===== src/rtl/dsi_pkg.sv =====
// dsi_pkg: DSI data-type codes and line scheduler state encoding
package dsi_pkg;
    localparam logic [5:0] DT_VSS    = 6'h01;
    localparam logic [5:0] DT_VSE    = 6'h11;
    localparam logic [5:0] DT_HSS    = 6'h21;
    localparam logic [5:0] DT_HSE    = 6'h31;
    localparam logic [5:0] DT_RGB888 = 6'h3E;

    typedef enum logic [2:0] {
        ST_IDLE,
        ST_SHORT,
        ST_GAP,
        ST_LONG,
        ST_HOLD
    } state_e;
endpackage


===== src/rtl/dsi_line_timer.sv =====
// dsi_line_timer: per-line cycle counter and line index within the frame
module dsi_line_timer
    import dsi_pkg::*;
#(
    parameter logic [15:0] LINE_PERIOD = 16'd600,
    parameter int          LINES       = 245
) (
    input  logic        byte_clk,
    input  logic        reset_n,
    input  logic        run,
    output logic [15:0] timer,
    output logic [10:0] line_idx,
    output logic        line_end,
    output logic        frame_end
);
    logic [15:0] timer_q, timer_d;
    logic [10:0] line_q, line_d;

    always_comb begin
        line_end  = timer_q == LINE_PERIOD - 16'd1;
        frame_end = line_end && (line_q == 11'(LINES - 1));
        timer_d   = (!run || line_end) ? '0 : timer_q + 16'd1;
        line_d    = (!run || frame_end) ? '0 : line_end ? line_q + 11'd1 : line_q;
    end

    always_ff @(posedge byte_clk or negedge reset_n) begin
        if (!reset_n) begin
            timer_q <= '0;
            line_q  <= '0;
        end else begin
            timer_q <= timer_d;
            line_q  <= line_d;
        end
    end

    assign timer    = timer_q;
    assign line_idx = line_q;
endmodule


===== src/rtl/dsi_line_scheduler.sv =====
// dsi_line_scheduler: sequences DSI sync short packets and RGB888 long packets per video line
module dsi_line_scheduler
    import dsi_pkg::*;
#(
    parameter int          LANES       = 4,
    parameter logic [15:0] WC          = 16'd720,
    parameter logic [15:0] LINE_PERIOD = 16'd600,
    parameter logic [15:0] HDLY        = 16'd24,
    parameter int          SHORT_HOLD  = 2,
    parameter int          VSA         = 1,
    parameter int          VBP         = 2,
    parameter int          VACT        = 240,
    parameter int          VFP         = 2,
    parameter logic [1:0]  VC          = 2'd0
) (
    input  logic        byte_clk,
    input  logic        reset_n,
    input  logic        enable,
    output logic        short_en,
    output logic        long_en,
    output logic [1:0]  vc,
    output logic [5:0]  dt,
    output logic [15:0] wc,
    output logic        pix_req,
    output logic [10:0] line_idx,
    output logic        frame_done,
    output logic        busy
);
    localparam int          LINES     = VSA + VBP + VACT + VFP;
    localparam int          FIRST_ACT = VSA + VBP;
    localparam int          LAST_ACT  = FIRST_ACT + VACT - 1;
    localparam logic [15:0] BEATS     = WC / 16'(LANES);
    localparam logic [15:0] SHORT_END = 16'(SHORT_HOLD - 1);
    localparam logic [15:0] GAP_END   = HDLY - 16'd1;
    localparam logic [15:0] LONG_END  = HDLY + BEATS - 16'd1;
    localparam logic [15:0] PRE_END   = LINE_PERIOD - 16'd2;

    if (!(LANES == 1 || LANES == 2 || LANES == 4)) begin : g_bad_lanes
        $error("LANES must be 1, 2 or 4");
    end
    if (WC == 16'd0 || (WC % 16'(LANES)) != 16'd0) begin : g_bad_wc
        $error("WC must be a nonzero multiple of LANES");
    end
    if (HDLY < 16'd20 || SHORT_HOLD < 2 || 16'(SHORT_HOLD) >= HDLY) begin : g_bad_hdly
        $error("HDLY must be >= 20 and SHORT_HOLD in [2, HDLY-1]");
    end
    if (LINE_PERIOD < HDLY + BEATS + 16'd24) begin : g_bad_period
        $error("LINE_PERIOD too short for HDLY and payload");
    end
    if (VSA < 1 || VBP < 1 || VACT < 1 || VFP < 1 || LINES > 2048) begin : g_bad_lines
        $error("vertical region counts must be >= 1 and total <= 2048");
    end

    state_e      state_q, state_d;
    logic [5:0]  dt_q, dt_d, next_dt;
    logic [15:0] wc_q, wc_d;
    logic        frame_done_q, frame_done_d;
    logic [15:0] timer;
    logic        line_end, frame_end, active, last_line;

    dsi_line_timer #(
        .LINE_PERIOD(LINE_PERIOD),
        .LINES      (LINES)
    ) u_timer (
        .byte_clk (byte_clk),
        .reset_n  (reset_n),
        .run      (busy),
        .timer    (timer),
        .line_idx (line_idx),
        .line_end (line_end),
        .frame_end(frame_end)
    );

    assign active    = line_idx >= 11'(FIRST_ACT) && line_idx <= 11'(LAST_ACT);
    assign last_line = line_idx == 11'(LINES - 1);

    // dt/wc switch as the previous request falls, so they lead the next rising edge
    always_comb begin
        state_d      = state_q;
        dt_d         = dt_q;
        wc_d         = wc_q;
        next_dt      = last_line ? DT_VSS : DT_HSS;
        frame_done_d = state_q == ST_HOLD && last_line && timer == PRE_END;
        case (state_q)
            ST_IDLE: begin
                dt_d    = DT_VSS;
                wc_d    = '0;
                state_d = enable ? ST_SHORT : ST_IDLE;
            end
            ST_SHORT: if (timer == SHORT_END) begin
                state_d = active ? ST_GAP : ST_HOLD;
                dt_d    = active ? DT_RGB888 : next_dt;
                wc_d    = active ? WC : '0;
            end
            ST_GAP: if (timer == GAP_END) state_d = ST_LONG;
            ST_LONG: if (timer == LONG_END) begin
                state_d = ST_HOLD;
                dt_d    = next_dt;
                wc_d    = '0;
            end
            ST_HOLD: if (line_end) state_d = (frame_end && !enable) ? ST_IDLE : ST_SHORT;
            default: state_d = ST_IDLE;
        endcase
    end

    always_ff @(posedge byte_clk or negedge reset_n) begin
        if (!reset_n) begin
            state_q      <= ST_IDLE;
            dt_q         <= '0;
            wc_q         <= '0;
            frame_done_q <= 1'b0;
        end else begin
            state_q      <= state_d;
            dt_q         <= dt_d;
            wc_q         <= wc_d;
            frame_done_q <= frame_done_d;
        end
    end

    assign short_en   = state_q == ST_SHORT;
    assign long_en    = state_q == ST_LONG;
    assign pix_req    = long_en;
    assign busy       = state_q != ST_IDLE;
    assign vc         = VC;
    assign dt         = dt_q;
    assign wc         = wc_q;
    assign frame_done = frame_done_q;
endmodule


===== config.mk =====
export PLATFORM = sky130hd
export DESIGN_NAME = dsi_line_scheduler
export DESIGN_NICKNAME = d
export VERILOG_FILES = /design/src/rtl/dsi_pkg.sv /design/src/rtl/dsi_line_timer.sv /design/src/rtl/dsi_line_scheduler.sv
export SDC_FILE = /design/constraint.sdc
export NUM_CORES = 1
export LEC_CHECK = 0
export CAP_MARGIN = 10
export CELL_PAD_IN_SITES_DETAIL_PLACEMENT = 0
export CELL_PAD_IN_SITES_GLOBAL_PLACEMENT = 2
export CORE_AREA = 2 2 84 86
export DETAILED_ROUTE_END_ITERATION = 8
export DIE_AREA = 0 0 86 88
export PLACE_DENSITY_LB_ADDON = 0.1
export SYNTH_ARGS = -nofsm -noshare
export SYNTH_HDL_FRONTEND = slang
export SYNTH_SLANG_ARGS = --single-unit

===== constraint.sdc =====
create_clock -name byte_clk -period 5.9 [get_ports byte_clk]
set_clock_uncertainty 0.05 [all_clocks]
set_input_delay 0.59 -clock byte_clk [delete_from_list [all_inputs] [get_ports byte_clk]]
set_output_delay 0.59 -clock byte_clk [all_outputs]
set_load 0.05 [all_outputs]

# Word-level counts from Yosys, hierarchy flattened
# Cells that the tools add are included.
# totals
inputBits	3
out_inout_bits	40
register_bits	53
elab_cells	59
# classes
n_lt_le_gt_ge	2
eq_ne	14
mux	20
n_reduce_logical	15
n_addsub	2
# op_table
cell	n
$mux 16	3
$pmux 16 s3	1
$eq 16x10->1 const B	2
$mux 6	4
$mux 11	2
$pmux 6 s3	1
$add 16x1->16 const B	1
$eq 16x1->1 const B	1
$eq 16x5->1 const B	1
$eq 16x8->1 const B	1
$mux 3	5
$pmux 3 s5	1
$add 11x1->11 const B	1
$eq 11x8->1 const B	1
$ge 11x2->1 const B	1
$le 11x8->1 const B	1
$mux 10	1
$eq 3x2->1 const B	2
$reduce_bool 3->1	2
$logic_and 1x1->1	5
$ne 2x1->1 const B	2
$ne 2x2->1 const B	2
$reduce_and 4->1	1
$eq 3x1->1 const B	1
other kinds (7)	10

# Longest topological paths before layout
# Gate-level depths: netlist of run 1.
# logic_depth
ltp_word	6
ltp_mapped	8
depth_no_buf	7

# Hierarchy
# From an unflattened synthesis of run 1, not the netlist that was laid out.
# hier_totals
cells_unflattened	238
area_unflattened_um2	2212.1
# by_module_without_submodules
mod	instances	cells_per_inst	seq_area_each_um2	area_per_inst_um2
dsi_line_timer	1	155	675.6	1519.0
dsi_line_scheduler	1	83	175.2	693.2

# Worst setup path after synthesis of run 1
# No wires, ideal clock.
# synth_path
kind	reg2out
from	register state_q[1]
to	output busy
path_buffers	3
t_arrival_ns	1.510
t_required_ns	5.260
slack_ns	3.750
stages_incl_launch_ff	6
path_cell_list	dfrtp_1 -> clkbuf_1 -> nor3_1 -> buf_2 -> inv_1 -> clkbuf_1
# synth_via
elab_chain_len	1
# synth_lines
element	line_no	rtl
start, declared	dsi_line_scheduler.sv:54	state_e state_q, state_d;
start signal, assigned	dsi_line_scheduler.sv:113	state_q <= state_d;
$reduce_bool 3->1	dsi_line_scheduler.sv:123	assign busy = state_q != ST_IDLE;
end, declared	dsi_line_scheduler.sv:27	output logic busy
# No other way between the ends.

# Worst setup path after layout of run 1
# Same ends and word-level chain as after synthesis.

==> flow_metrics.py, run 1 <==
metrics = {
    "status": {
        "outcome": "finished clean",
    },
    "grt": {
        "grt_util_all_layers_pct": 13.8,
        "grt_max_degree": 36,
        "grt-ovfl-total": 0,
        "grt_pass1_wl_mm": 8.13,
        "grt_pass1_vias": 1555,
        "antenna_found_initial": 0,
    },
    "route": {
        "drc": 0,
        "drt_iter0_drc": 106,
        "routedWlPerCell_microns": 14.4,
        "drt_pass1_iterations": 4,
        "via_per_inst": 4.96,
        "via_count": 1676,
        "antenna_left": 0,
        "routed_wl_mm": 4.87,
    },
    "placement": {
        "gp_congestion": 0.739,
        "place_inst": 330,
        "io_buffer_count": 28,
        "hpwl_mm": 3.49,
    },
    "clock_tree": {
        "htree_num_levels": 2,
        "postCtsSetupRepairBufs": 0,
        "cts_made_buffers": 5,
        "cts.hold.buffers_added": 0,
        "clockBufferDepth": 2,
        "ctsResizeCount": 0,
        "tritoncts": "built",
        "clock_latency_ns": 0.29,
        "clock-sinks": 35,
        "clk_pin_slew_ns": 0.07,
        "cts_root_buffer": "clkbuf_8",
    },
    "floorplanning": {
        "core_area_sq_um": 6640,
        "num_rows": 30,
        "chipHeight_microns": 88,
        "floorplan.initialDensity_pct": 32.0,
        "die_area_sq_um": 7570,
        "die_w_microns": 86,
        "ios": 43,
    },
    "pwr": {
        "p_per_area_nw_per_um2": 177,
        "ir_drop_uv": 76.8,
        "finalPower_mw": 0.435,
        "leakagePower_nw": 1.05,
    },
    "sta": {
        "fmax_mhz": 363,
        "period_share_pct": 46.7,
        "final.min_clock_period_ns": 2.75,
        "worst_pin_slew_ns": 0.759,
        "rsz0062_at_grt": "no",
        "setup_viol": 0,
        "whs_ns": 0.450,
        "drv_slew": 0,
        "setup_tns_ns": 0,
        "hold_viol": 0,
        "slew_headroom_pct": 49.0,
    },
    "logic_synthesis": {
        "ys_seq_area_share_pct": 41.2,
        "synthCells": 235,
        "synth_flop_cell": "dfrtp_1",
        "ys_warn_count": 0,
        "async_flop_share_pct": 100,
        "synth_edf_count": 0,
        "synth_most_common_cell": "dfrtp_1",
        "synth.avg_cell_area_sq_um": 9.05,
        "synth_top_area_share_pct": 41.2,
        "ys_ff_latch": 35,
        "synth_area_leaders": "dfrtp_1 41%, buf_4 7.4%, nor2_1 5.3%",
        "netlist_area_sq_um": 2130,
        "yosys.area.top_type": "dfrtp_1",
        "synth.top_cells.by_count": "35 x dfrtp_1, 30 x nor2_1, 21 x buf_4",
        "synth_cell_type_count": 38,
    },
    "final_layout": {
        "drive_gt1_share_pct": 5.04,
        "nNetsFinal": 266,
        "fin_cells": 338,
        "area_growth_pct": 15.8,
        "antennaDiodeCount": 0,
    },
    "critical_path": {
        "crit_arrival_ns": 2.11,
        "cp-end-kind": "primary output",
        "path_delay_family": "buffers and inverters",
        "path_cells": "nor3_1 -> inv_1 -> clkdlybuf4s50_1",
        "crit_required_ns": 5.26,
        "critPathKind": "reg -> out",
        "crit_path_top_delay_cell": "clkdlybuf4s50_1",
        "crit_fanout": 12,
        "cp_num_buf_inv": 2,
        "max_stage_delay_ns": 0.88,
        "cp-start-kind": "register",
    },
    "hold_path": {
        "hold_path_class": "reg -> reg",
    },
    "flow_run": {
        "drv_cap": 0,
    },
}
report_power, final:
| part | internal (mW) | leakage [nW] | switching (mW) |
|---|---|---|---|
| clock | 0.0829 | 0.0422 | 0.0867 |
| combinational | 0.00160 | 0.547 | 0.0244 |
| sequential | 0.240 | 0.459 | 0 |
| total | 0.324 | 1.05 | 0.111 |
per-layer routing:
layer,share of wire [%],vias up,track usage (%)
met3,4.5,5,2.92
met2,46,42,21.7
li1,-,833,-
met1,48,796,18.8
met4,1.1,0,4.76
met5,0,-,0
cells in the final DEF, fill, tap and decap left out, types with 3 or more instances in the layout:
master	count
nand2_1	13
clkbuf_8	5
xor2_1	9
nor2b_1	3
dfrtp_1	35
and4_1	3
inv_1	8
xnor2_1	9
nor3_1	6
a21oi_1	12
clkdlybuf4s50_1	28
nand4_1	14
and2_1	4
and3_1	7
ha_1	6
nor4_1	3
o21ai_0	6
conb_1	14
nand3_1	14
nor2_1	30
cell type report:
class,instances,area [sq um]
Sequential cell,35,876
Fill cell,703,4180
Clock inverter,1,5.00
Timing Repair Buffer,30,295
Tap cell,80,100
Clock buffer,7,76.3
Inverter,8,30.0
Multi-Input combinational cell,177,1080
through the flow:
| stage | setup slack (ns) | util, % | area [sq um] |
|---|---|---|---|
| 6_report | 3.15 | 37.1 | 2460 |
| 5_1_grt | 3.06 | 37.1 | 2460 |
| 4_1_cts | 3.13 | 37.1 | 2460 |
| 3_5_place_dp | 3.46 | 35.8 | 2380 |
| 3_3_place_gp | 3.46 | 35.8 | 2380 |
| 2_1_floorplan | 3.75 | - | 2180 |
sequential cells by signal, indices dropped and copies added, names as in the netlist:
| name | count |
|---|---|
| state_q | 3 |
| wc | 1 |
| u_timer.line_idx | 11 |
| frame_done | 1 |
| u_timer.timer | 16 |
| dt | 3 |
worst reg2reg max path: stages (launching register included):
cell     delay, ns
dfrtp_1       0.42
ha_1          0.27
and3_1        0.23
nand4_1       0.35
nand2_1       0.62
nand4_1       0.15
o21ai_0       0.10
final timing paths:
path,start,endpoint,slack [ns],depth (start not counted)
worst min-delay path,dt[5]$_DFFE_PN0P_,dt[5]$_DFFE_PN0P_,0.45,2
max in group asynchronous,reset_n,u_timer.timer[9]$_DFF_PN0_,4.79,2
min in group asynchronous,reset_n,dt[4]$_DFFE_PN0P_,0.68,2
worst min register to register,dt[5]$_DFFE_PN0P_,dt[5]$_DFFE_PN0P_,0.45,2
worst max register to register,u_timer.timer[0]$_DFF_PN0_,u_timer.line_idx[1]$_DFFE_PN0P_,3.63,6
worst max-delay path,state_q[1]$_DFFE_PN0P_,busy,3.15,3
cell families (layout without fill, tap and decap cells):
logic type / after synthesis / after routing / synth area share [%]
AO/OA/AOI/OAI: 29 / 29 / 8.35
multiplexers: 1 / 1 / 0.471
flip-flops: 35 / 35 / 41.2
buffers and inverters: 36 / 46 / 10.4
adder cells (fa/ha/maj): 6 / 6 / 3.53
other: 1 / 14 / 0.176
AND/OR/NAND/NOR: 109 / 109 / 28.5
XOR/XNOR: 18 / 18 / 7.41
Power figures use the tool's default switching activity.
==> run 2, diff against run 1 <==
--- a/config.mk
+++ b/config.mk
@@ -8,9 +8,9 @@
 export CAP_MARGIN = 10
 export CELL_PAD_IN_SITES_DETAIL_PLACEMENT = 0
 export CELL_PAD_IN_SITES_GLOBAL_PLACEMENT = 2
-export CORE_AREA = 2 2 84 86
+export CORE_AREA = 2 2 86 88
 export DETAILED_ROUTE_END_ITERATION = 8
-export DIE_AREA = 0 0 86 88
+export DIE_AREA = 0 0 88 90
 export PLACE_DENSITY_LB_ADDON = 0.1
 export SYNTH_ARGS = -nofsm -noshare
 export SYNTH_HDL_FRONTEND = slang
==> constraint.sdc (replaced) <==
create_clock -name byte_clk -period 2.7 [get_ports byte_clk]
set_clock_uncertainty 0.05 [all_clocks]
set_input_delay 0.27 -clock byte_clk [delete_from_list [all_inputs] [get_ports byte_clk]]
set_output_delay 0.27 -clock byte_clk [all_outputs]
set_load 0.05 [all_outputs]
==> flow_metrics.py, run 2 (synthesized netlist as in run 1, its figures left out) <==
metrics = {
    "status": {
        "outcome": "finished clean",
    },
    "clock_tree": {
        "clk_pin_slew_ns": 0.07,
        "postCtsSetupRepairBufs": 0,
        "cts_made_buffers": 5,
        "cts_root_buffer": "clkbuf_8",
        "cts.hold.buffers_added": 0,
        "clock_latency_ns": 0.29,
        "clockBufferDepth": 2,
        "tritoncts": "built",
        "clock-sinks": 35,
        "htree_num_levels": 2,
        "ctsResizeCount": 0,
    },
    "placement": {
        "gp_congestion": 0.739,
        "io_buffer_count": 28,
        "place_area_sq_um": 2410,
        "hpwl_mm": 3.63,
    },
    "critical_path": {
        "cp_num_buf_inv": 1,
        "path_cells": "nor2b_1 -> and2_1 -> clkdlybuf4s50_1",
        "crit_arrival_ns": 2.00,
        "max_stage_delay_ns": 0.81,
        "critPathKind": "reg -> out",
        "crit_path_top_delay_cell": "clkdlybuf4s50_1",
        "crit_fanout": 8,
        "path_delay_family": "buffers and inverters",
        "cp-end-kind": "primary output",
        "crit_required_ns": 2.38,
        "cp-start-kind": "register",
    },
    "hold_path": {
        "hold_path_class": "in -> async",
    },
    "route": {
        "routed_wl_mm": 5.05,
        "drc": 0,
        "drt_pass1_iterations": 4,
        "antenna_left": 0,
        "drt_iter0_drc": 77,
        "via_per_inst": 4.73,
        "via_count": 1685,
        "routedWlPerCell_microns": 14.2,
    },
    "sta": {
        "setup_viol": 0,
        "drv_slew": 0,
        "slew_headroom_pct": 52.4,
        "setup_tns_ns": 0,
        "worst_pin_slew_ns": 0.707,
        "period_share_pct": 85.9,
        "hold_viol": 0,
        "rsz0062_at_grt": "no",
        "fmax_mhz": 431,
        "final.min_clock_period_ns": 2.32,
    },
    "final_layout": {
        "area_growth_pct": 16.7,
        "layout_commonest_cell": "dfrtp_1",
        "antennaDiodeCount": 0,
        "nNetsFinal": 267,
        "post-route-cell-area_sq_um": 2480,
        "drive_gt1_share_pct": 5.45,
        "largest_reg_flops": 16,
        "fillerInstances": 757,
        "layout_common_cells": "35 x dfrtp_1, 30 x nor2_1, 27 x clkdlybuf4s50_1",
    },
    "floorplanning": {
        "die_area_sq_um": 7920,
        "floorplan.initialDensity_pct": 30.3,
        "core_area_sq_um": 7020,
        "die_w_microns": 88,
        "ios": 43,
        "num_rows": 31,
        "chipHeight_microns": 90,
    },
    "pwr": {
        "leakagePower_nw": 1.05,
        "p_per_area_nw_per_um2": 378,
        "ir_drop_uv": 157,
    },
    "grt": {
        "antenna_found_initial": 0,
        "grt_pass1_wl_mm": 8.34,
        "grt_util_all_layers_pct": 13.4,
        "grt_pass1_vias": 1579,
        "grt-ovfl-total": 0,
        "grt_max_degree": 36,
    },
    "flow_run": {
        "drv_cap": 0,
    },
}
-- run 2: final timing paths --
| check | startpoint | endpoint | slack, ns | cells after the start |
|---|---|---|---|---|
| max | state_q[0]$_DFFE_PN0P_ | pix_req | 0.38 | 3 |
| min | reset_n | dt[0]$_DFFE_PN0P_ | 0.36 | 2 |
| max reg2reg | u_timer.line_idx[8]$_DFFE_PN0P_ | state_q[0]$_DFFE_PN0P_ | 0.50 | 5 |
| min reg2reg | dt[5]$_DFFE_PN0P_ | dt[5]$_DFFE_PN0P_ | 0.46 | 2 |
| max in group asynchronous | reset_n | u_timer.timer[10]$_DFF_PN0_ | 1.90 | 2 |
| min in group byte_clk | dt[5]$_DFFE_PN0P_ | dt[5]$_DFFE_PN0P_ | 0.46 | 2 |
-- run 2: layout make-up --
| cell class | instances | area (sq um) | area share, % |
|---|---|---|---|
| clock buffers | 6 | 72.6 | 2.92 |
| well taps | 99 | 124 | 4.99 |
| repair buffers | 31 | 300 | 12.1 |
| multi-input cells | 177 | 1080 | 43.5 |
| inverters | 8 | 30.0 | 1.21 |
| flip-flops and latches | 35 | 876 | 35.3 |
-- run 2: per-layer routing --
metal	vias up	GRT usage, %	wire (microns)
met1	808	18.6	2540
met4	0	4.23	70
met5	-	0	0
met2	35	20.6	2260
li1	837	-	-
met3	5	3.03	177
-- run 2: metrics by stage --
stage / instances / worst slack, ns / hold WS, ns / total power [mW] / util (%)
detailed placement: 350 / 0.457 / 0.453 / 0.592 / 34.3
finish: 356 / 0.381 / 0.363 / 0.939 / 35.4
global placement: 350 / 0.415 / 0.434 / 0.592 / 34.3
CTS: 356 / 0.366 / 0.390 / 0.960 / 35.4
global route: 356 / 0.227 / 0.405 / 0.987 / 35.4
floorplan: 248 / 0.633 / -0.0756 / 0.592 / -
-- run 2: report_power, final --
part	internal, mW	switching (mW)
combinational	0.00349	0.0537
clock	0.172	0.186
sequential	0.524	0
==> run 3, diff against run 2 <==
--- a/config.mk
+++ b/config.mk
@@ -5,12 +5,13 @@
 export SDC_FILE = /design/constraint.sdc
 export NUM_CORES = 1
 export LEC_CHECK = 0
+export ABC_AREA = 1
 export CAP_MARGIN = 10
 export CELL_PAD_IN_SITES_DETAIL_PLACEMENT = 0
 export CELL_PAD_IN_SITES_GLOBAL_PLACEMENT = 2
-export CORE_AREA = 2 2 86 88
+export CORE_AREA = 2 2 94 96
 export DETAILED_ROUTE_END_ITERATION = 8
-export DIE_AREA = 0 0 88 90
+export DIE_AREA = 0 0 96 98
 export PLACE_DENSITY_LB_ADDON = 0.1
 export SYNTH_ARGS = -nofsm -noshare
 export SYNTH_HDL_FRONTEND = slang
==> flow_metrics.py, run 3 <==
metrics = {
    "status": {
        "outcome": "finished clean",
    },
    "critical_path": {
        "crit_fanout": 4,
        "path_delay_family": "buffers and inverters",
        "crit_arrival_ns": 1.94,
        "path_cells": "inv_1 -> nand2_1 -> nor2_1 -> clkdlybuf4s50_1",
        "max_stage_delay_ns": 0.85,
        "critPathKind": "reg -> out",
        "crit_path_top_delay_cell": "clkdlybuf4s50_1",
        "cp_num_buf_inv": 2,
        "cp-end-kind": "primary output",
        "crit_required_ns": 2.38,
        "cp-start-kind": "register",
    },
    "final_layout": {
        "antennaDiodeCount": 0,
        "layout_common_cells": "100 x nand2_1, 55 x nor2_1, 39 x inv_1, 35 x dfrtp_1, 31 x nand3_1",
        "nNetsFinal": 376,
        "drive_gt1_share_pct": 4.89,
        "post-route-cell-area_sq_um": 2750,
        "largest_reg_flops": 16,
        "layout_commonest_cell": "nand2_1",
        "area_growth_pct": 15.8,
    },
    "sta": {
        "period_share_pct": 83.7,
        "final.min_clock_period_ns": 2.26,
        "hold_viol": 0,
        "fmax_mhz": 443,
        "setup_viol": 0,
        "slew_headroom_pct": 44.2,
        "setup_tns_ns": 0,
        "worst_pin_slew_ns": 0.836,
        "rsz0062_at_grt": "no",
        "drv_slew": 0,
    },
    "route": {
        "antenna_left": 0,
        "routed_wl_mm": 6.04,
        "drt_iter0_drc": 88,
        "via_count": 2095,
        "via_per_inst": 4.40,
        "drc": 0,
        "drt_pass1_iterations": 4,
        "routedWlPerCell_microns": 12.7,
    },
    "grt": {
        "grt_max_degree": 36,
        "grt_pass1_wl_mm": 10.4,
        "antenna_found_initial": 0,
        "grt_util_all_layers_pct": 14.0,
        "grt-ovfl-total": 0,
        "grt_pass1_vias": 2038,
    },
    "clock_tree": {
        "clock-sinks": 35,
        "tritoncts": "built",
        "cts.hold.buffers_added": 0,
        "postCtsSetupRepairBufs": 0,
        "cts_made_buffers": 5,
        "clk_pin_slew_ns": 0.08,
        "htree_num_levels": 2,
        "cts_root_buffer": "clkbuf_8",
        "clock_latency_ns": 0.29,
        "clockBufferDepth": 2,
        "ctsResizeCount": 0,
    },
    "placement": {
        "gp_congestion": 0.819,
        "io_buffer_count": 28,
        "place_area_sq_um": 2650,
        "hpwl_mm": 4.57,
    },
    "pwr": {
        "p_per_area_nw_per_um2": 368,
        "finalPower_mw": 1.01,
        "leakagePower_nw": 1.40,
        "ir_drop_uv": 209,
    },
    "floorplanning": {
        "die_w_microns": 96,
        "num_rows": 34,
        "die_area_sq_um": 9410,
        "chipHeight_microns": 98,
        "ios": 43,
        "core_area_sq_um": 8470,
        "floorplan.initialDensity_pct": 28.1,
    },
    "logic_synthesis": {
        "synth_cell_type_count": 28,
        "synth_flop_cell": "dfrtp_1",
        "ys_warn_count": 0,
        "synth_top_area_share_pct": 36.9,
        "synth_most_common_cell": "nand2_1",
        "yosys.area.top_type": "dfrtp_1",
        "ys_ff_latch": 35,
        "synth.avg_cell_area_sq_um": 6.90,
        "ys_seq_area_share_pct": 36.9,
        "synth_edf_count": 0,
        "netlist_area_sq_um": 2370,
        "synth.top_cells.by_count": "100 x nand2_1, 55 x nor2_1, 39 x inv_1",
        "synth_area_leaders": "dfrtp_1 37%, nand2_1 16%, nor2_1 8.7%",
        "synthCells": 344,
        "async_flop_share_pct": 100,
    },
    "hold_path": {
        "hold_path_class": "in -> async",
    },
    "flow_run": {
        "drv_cap": 0,
    },
}
run 3: cell families after synthesis:
| kind of cell | after synthesis | synth area share, % |
|---|---|---|
| AND/OR/NAND/NOR | 213 | 39.1 |
| other | 1 | 0.158 |
| flip-flops | 35 | 36.9 |
| AO/OA/AOI/OAI | 16 | 3.74 |
| buffers and inverters | 66 | 14.4 |
| adder cells (fa/ha/maj) | 6 | 3.16 |
| XOR/XNOR | 7 | 2.58 |
run 3: stage by stage:
step | util [%] | cells | setup WS, ns | hold slack [ns]
CTS | 32.5 | 476 | 0.430 | 0.0789
floorplan | - | 357 | 0.729 | -0.0756
detailed placement | 31.3 | 468 | 0.762 | 0.392
finish | 32.5 | 476 | 0.441 | 0.0344
global route | 32.5 | 476 | 0.305 | 0.110
global placement | 31.3 | 468 | 0.779 | 0.399
run 3: final timing paths:
kind	start	end	slack, ns	depth (start not counted)
setup / recovery	state_q[2]$_DFFE_PN0P_	long_en	0.44	4
hold / removal	reset_n	u_timer.timer[0]$_DFF_PN0_	0.03	1
setup reg to reg	u_timer.timer[0]$_DFF_PN0_	u_timer.line_idx[6]$_DFFE_PN0P_	0.79	7
hold reg to reg	dt[0]$_DFFE_PN0P_	dt[0]$_DFFE_PN0P_	0.43	2
max in group asynchronous	reset_n	u_timer.timer[9]$_DFF_PN0_	2.04	1
min in group byte_clk	dt[0]$_DFFE_PN0P_	dt[0]$_DFFE_PN0P_	0.43	2
run 3: per-layer routing:
layer  vias up  track usage, %  wire [microns]
li1       1088               -               -
met1       958            19.8            3040
met2        44            22.0            2730
met3         5            2.78             219
met4         0            2.64              56
met5         -               0               0
run 3: cell type report:
type	instances	area (sq um)
clock buffer	8	100
multi-input combinational	256	1210
sequential	35	876
tap	108	135
fill	957	5720
inverter	40	150
timing repair buffer	29	283
run 3: worst register-to-register path, cell delays in order, from the launching register on:
cell and delay, ns:
dfrtp_1 0.42, ha_1 0.25, nand3_1 0.20, nor2_4 0.17
nand2_4 0.12, nand2_4 0.32, nand3b_1 0.14, a21oi_1 0.16
run 3: power by group:
part | switching (mW) | leakage (nW) | internal, mW
sequential | 0 | 0.459 | 0.524
clock | 0.200 | 0.0515 | 0.233
combinational | 0.0537 | 0.888 | 0.00221
